$ cat src/rtl/ram_fifo_ctrl.sv
// ram_fifo_ctrl: first-word-fall-through FIFO controller around a simple dual-port
// RAM with a one-cycle registered read; a 2-entry output stage hides the read latency.
module ram_fifo_ctrl #(
  parameter int AW = 8,
  parameter int DW = 8
) (
  input  logic          clk,
  input  logic          reset_,
  input  logic          in_valid,
  output logic          in_ready,
  input  logic [DW-1:0] in_data,
  output logic          out_valid,
  input  logic          out_ready,
  output logic [DW-1:0] out_data,
  output logic [AW+1:0] count,
  output logic          ram_we,
  output logic [AW-1:0] ram_waddr,
  output logic [DW-1:0] ram_wdata,
  output logic          ram_re,
  output logic [AW-1:0] ram_raddr,
  input  logic [DW-1:0] ram_rdata
);

  localparam logic [AW:0]   CNT_ZERO = {(AW+1){1'b0}};
  localparam logic [AW:0]   CNT_ONE  = {{AW{1'b0}}, 1'b1};
  localparam logic [AW:0]   RAM_FULL = {1'b1, {AW{1'b0}}};
  localparam logic [AW-1:0] PTR_ONE  = {{(AW-1){1'b0}}, 1'b1};

  logic [AW-1:0] wr_ptr_r;
  logic [AW-1:0] rd_ptr_r;
  logic [AW:0]   ram_cnt_r;
  logic          rd_pend_r;
  logic [1:0]    os_cnt_r;
  logic [1:0]    os_cnt_nxt_s;
  logic [DW-1:0] os_head_r;
  logic [DW-1:0] os_tail_r;
  logic          out_valid_r;
  logic          pop_s;
  logic [2:0]    occ_s;
  logic [2:0]    occ_lim_s;

  // Handshakes, RAM port drive and the read-issue decision
  always_comb begin
    pop_s     = out_valid_r && out_ready;
    in_ready  = reset_ && (ram_cnt_r != RAM_FULL);
    ram_we    = in_valid && in_ready;
    ram_waddr = wr_ptr_r;
    ram_wdata = in_data;
    // Output-stage slots already committed; a pop this cycle frees one
    occ_s     = {1'b0, os_cnt_r} + {2'b00, rd_pend_r};
    occ_lim_s = 3'd2 + {2'b00, pop_s};
    ram_re    = (ram_cnt_r != CNT_ZERO) && (occ_s < occ_lim_s);
    ram_raddr = rd_ptr_r;
    out_valid = out_valid_r;
    out_data  = os_head_r;
    count     = {1'b0, ram_cnt_r} + {{(AW+1){1'b0}}, rd_pend_r} + {{AW{1'b0}}, os_cnt_r};
  end

  // Next output-stage occupancy from returning read data and consumer pop
  always_comb begin
    case ({rd_pend_r, pop_s})
      2'b10:   os_cnt_nxt_s = os_cnt_r + 2'd1;
      2'b01:   os_cnt_nxt_s = os_cnt_r - 2'd1;
      default: os_cnt_nxt_s = os_cnt_r;
    endcase
  end

  // Pointers, RAM occupancy and read-in-flight flag
  always_ff @(posedge clk or negedge reset_) begin
    if (!reset_) begin
      wr_ptr_r  <= {AW{1'b0}};
      rd_ptr_r  <= {AW{1'b0}};
      ram_cnt_r <= CNT_ZERO;
      rd_pend_r <= 1'b0;
    end else begin
      if (ram_we) begin
        wr_ptr_r <= wr_ptr_r + PTR_ONE;
      end else begin
        wr_ptr_r <= wr_ptr_r;
      end
      if (ram_re) begin
        rd_ptr_r <= rd_ptr_r + PTR_ONE;
      end else begin
        rd_ptr_r <= rd_ptr_r;
      end
      case ({ram_we, ram_re})
        2'b10:   ram_cnt_r <= ram_cnt_r + CNT_ONE;
        2'b01:   ram_cnt_r <= ram_cnt_r - CNT_ONE;
        default: ram_cnt_r <= ram_cnt_r;
      endcase
      rd_pend_r <= ram_re;
    end
  end

  // Output stage: returning data lands behind whatever is still held
  always_ff @(posedge clk or negedge reset_) begin
    if (!reset_) begin
      os_cnt_r    <= 2'd0;
      out_valid_r <= 1'b0;
      os_head_r   <= {DW{1'b0}};
      os_tail_r   <= {DW{1'b0}};
    end else begin
      os_cnt_r    <= os_cnt_nxt_s;
      out_valid_r <= (os_cnt_nxt_s != 2'd0);
      case ({rd_pend_r, pop_s})
        2'b11: begin
          if (os_cnt_r == 2'd2) begin
            os_head_r <= os_tail_r;
            os_tail_r <= ram_rdata;
          end else begin
            os_head_r <= ram_rdata;
          end
        end
        2'b10: begin
          if (os_cnt_r == 2'd0) begin
            os_head_r <= ram_rdata;
          end else begin
            os_tail_r <= ram_rdata;
          end
        end
        2'b01:   os_head_r <= os_tail_r;
        default: os_head_r <= os_head_r;
      endcase
    end
  end

endmodule

$ cat config.mk
export PLATFORM = sky130hd
export DESIGN_NAME = ram_fifo_ctrl
export DESIGN_NICKNAME = d
export VERILOG_FILES = /design/src/rtl/ram_fifo_ctrl.sv
export SDC_FILE = /design/constraint.sdc
export NUM_CORES = 1
export LEC_CHECK = 0
export ABC_CLOCK_PERIOD_IN_PS = 8700
export CAP_MARGIN = 0
export CORE_UTILIZATION = 54
export CTS_CLUSTER_DIAMETER = 50
export CTS_CLUSTER_SIZE = 30
export DETAILED_ROUTE_END_ITERATION = 12
export PLACE_DENSITY = 0.89
export SYNTH_ARGS = -nofsm -noshare
export SYNTH_HDL_FRONTEND = slang
export SYNTH_SLANG_ARGS = --single-unit
$ cat constraint.sdc
create_clock -name clk -period 8.7 [get_ports clk]
set_input_delay 1.74 -clock clk [delete_from_list [all_inputs] [get_ports clk]]
set_output_delay 1.74 -clock clk [all_outputs]
set_load 0.02 [all_outputs]
==> impl_metrics.json <==
{
  "outcome": "finished, final reports clean",
  "drc": 0,
  "drtPass1Iterations": 4,
  "numPortBuffers": 49,
  "io_pins": 66,
  "hold_class": "reg -> reg",
  "rsz0062_at_grt": "false",
  "grt_max_degree": 48,
  "fin_tns_setup_ns": 0,
  "ys_async_sr_fraction": 1.00,
  "maxSlewViolCount": 0,
  "tightest_slew_ns": 0.697,
  "clkSlewWorstSetupHoldPaths_ns": 0.09,
  "num-nets-final": 357,
  "endpoint_kind": "primary output",
  "worstPathRequired_ns": 6.96,
  "cts-buffers-inserted": 5,
  "synth.distinct_cells": 41,
  "critPathMaxStageDelay_ns": 0.71,
  "path_max_fanout": 11,
  "max_freq_mhz": 179,
  "final_common_cell": "clkdlybuf4s50_1",
  "clock_sinks": 45,
  "place_congestion": 0.881,
  "start_util": 0.576,
  "setup.worst_path.class": "in -> out",
  "antenna_found_initial": 0,
  "synthesis.nets": 319,
  "setup-violations-final": 0,
  "postCtsSetupRepairBufs": 0,
  "core_sq_um": 4880,
  "synthesis.area_sq_um": 2810,
  "synth-seq-cells": 45,
  "vias": 2215,
  "fin_cells": 385,
  "synth_edf_count": 0,
  "dr.first_iter.drc_count": 150,
  "synth_ff_type": "dfrtp_1",
  "final_cell_area_sq_um": 3400,
  "dp_cells": 377,
  "cts_max_level": 2,
  "cts_tree": "built",
  "grt_pass1_vias": 2123,
  "fin_skew_ns": 0.00832,
  "crit_path_frequent_cell": "clkdlybuf4s50_1",
  "cp-start-kind": "primary input",
  "worstPathCellList": "clkdlybuf4s50_1, and2_4, inv_2, o21a_1, a311oi_4, clkdlybuf4s50_1",
  "grt_first_pass_wirelength_um": 10100,
  "vias_per_cell": 5.75,
  "grt.total_usage": 0.241,
  "die_h_um": 74.2,
  "wire_per_inst_um": 16.1,
  "syn_to_final_growth_pct": 20.9,
  "ys.warnings.count": 0,
  "cap_viol_max_count": 0,
  "arrival_ns": 3.84,
  "synth_top_area_share": 0.400,
  "placementRows": 25,
  "final_cell_mix": "clkdlybuf4s50_1 (48), dfrtp_1 (45), nand2_1 (37)",
  "final_util": 0.697,
  "fin_crit_ns": 5.58,
  "syn_avg_cell_area_sq_um": 10.1,
  "die_area_sq_um": 5500,
  "hpwl_um": 4240,
  "drt.antenna.violating_nets": 0,
  "place_area_sq_um": 3280,
  "die_w_um": 74.2,
  "hold_viol_final": 0,
  "clock-root-buffer": "clkbuf_8",
  "layout-drive-gt1-share": 0.0975,
  "synth_seq_area_share": 0.400,
  "antenna_cells": 0,
  "slowest_stage": "clkdlybuf4s50_1",
  "routed_wl_um": 6190,
  "slew_headroom": 0.534,
  "cts_buffer_depth": 2,
  "hold_buffers": 0,
  "synthesis.instances": 279,
  "grt_overflow": 0,
  "cts_resized": 0,
  "post-route-period-util": 0.642,
  "synth_top_cell_by_area": "dfrtp_1",
  "ys_top_cells_by_area": "dfrtp_1 (40%), ha_1 (7.6%), xnor2_1 (7.2%), nand2_1 (4.9%), mux2_2 (4.4%)",
  "clk_latency_ns": 0.30
}
## through the flow
stage          hold slack, ns  setup WS [ns]
6_report                0.480           3.12
2_1_floorplan           0.481           4.10
5_1_grt                 0.497           3.05
3_5_place_dp            0.465           3.15
3_3_place_gp            0.458           3.15
4_1_cts                 0.484           3.13
## kinds of logic after synthesis
logic type | share of synthesized area
AND/OR/NAND/NOR | 0.145
AO/OA/AOI/OAI | 0.160
flip-flops | 0.400
buffers and inverters | 0.0605
XOR/XNOR | 0.0934
adder cells (fa/ha/maj) | 0.0970
multiplexers | 0.0440
## metal layers
metal | vias up | wire, um | GRT usage
li1 | 1049 | - | -
met1 | 1090 | 2520 | 0.301
met2 | 68 | 3350 | 0.430
met3 | 8 | 266 | 0.0474
met4 | 0 | 57 | 0.0534
met5 | - | 0 | 0
## Yosys cell counts, types with 5 or more instances
master / count
o21ai_0: 14
dfrtp_1: 45
a221oi_1: 7
ha_1: 17
xor2_1: 7
a311oi_1: 7
a21o_1: 9
nor2_1: 6
inv_1: 16
buf_4: 8
a21oi_1: 7
nand3_1: 5
nand4_1: 5
nand2_1: 37
mux2_2: 11
and3_1: 6
xnor2_1: 23
clkbuf_1: 7
## layout make-up
| cell class | count | area (sq um) |
|---|---|---|
| Multi-Input combinational cell | 198 | 1520 |
| Fill cell | 367 | 1480 |
| Sequential cell | 45 | 1130 |
| Timing Repair Buffer | 50 | 493 |
| Clock buffer | 7 | 86.3 |
| Tap cell | 67 | 83.8 |
| Inverter | 17 | 63.8 |
| Clock inverter | 1 | 30.0 |
## sequential cells by signal, summed over array words and instances, names as in the netlist
name,count
ram_cnt_r,9
rd_pend_r,1
out_valid,1
ram_raddr,8
os_tail_r,8
os_cnt_r,2
ram_waddr,8
out_data,8
## worst paths after layout
path                       depth (start not counted)                        to  slack, ns               startpoint
max in group asynchronous                          2  ram_cnt_r[0]$_DFFE_PN0P_       6.78                   reset_
min reg2reg                                        1   out_data[7]$_DFFE_PN0P_       0.48  out_data[7]$_DFFE_PN0P_
min                                                1   out_data[7]$_DFFE_PN0P_       0.48  out_data[7]$_DFFE_PN0P_
max                                                6                    ram_re       3.12                out_ready
max reg2reg                                       11  ram_cnt_r[8]$_DFFE_PN0P_       4.82    os_cnt_r[0]$_DFF_PN0_
min in group asynchronous                          2  ram_waddr[7]$_DFFE_PN0P_       1.52                   reset_
## critical path, delay by kind of cell
kind                   cells  cell delay [ns]
buffers and inverters      3             1.22
AO/OA/AOI/OAI              2             0.73
AND/OR/NAND/NOR            1             0.15
Power is not shown: default switching activity piles up to over one toggle a cycle in this logic, so the estimate is an artifact.
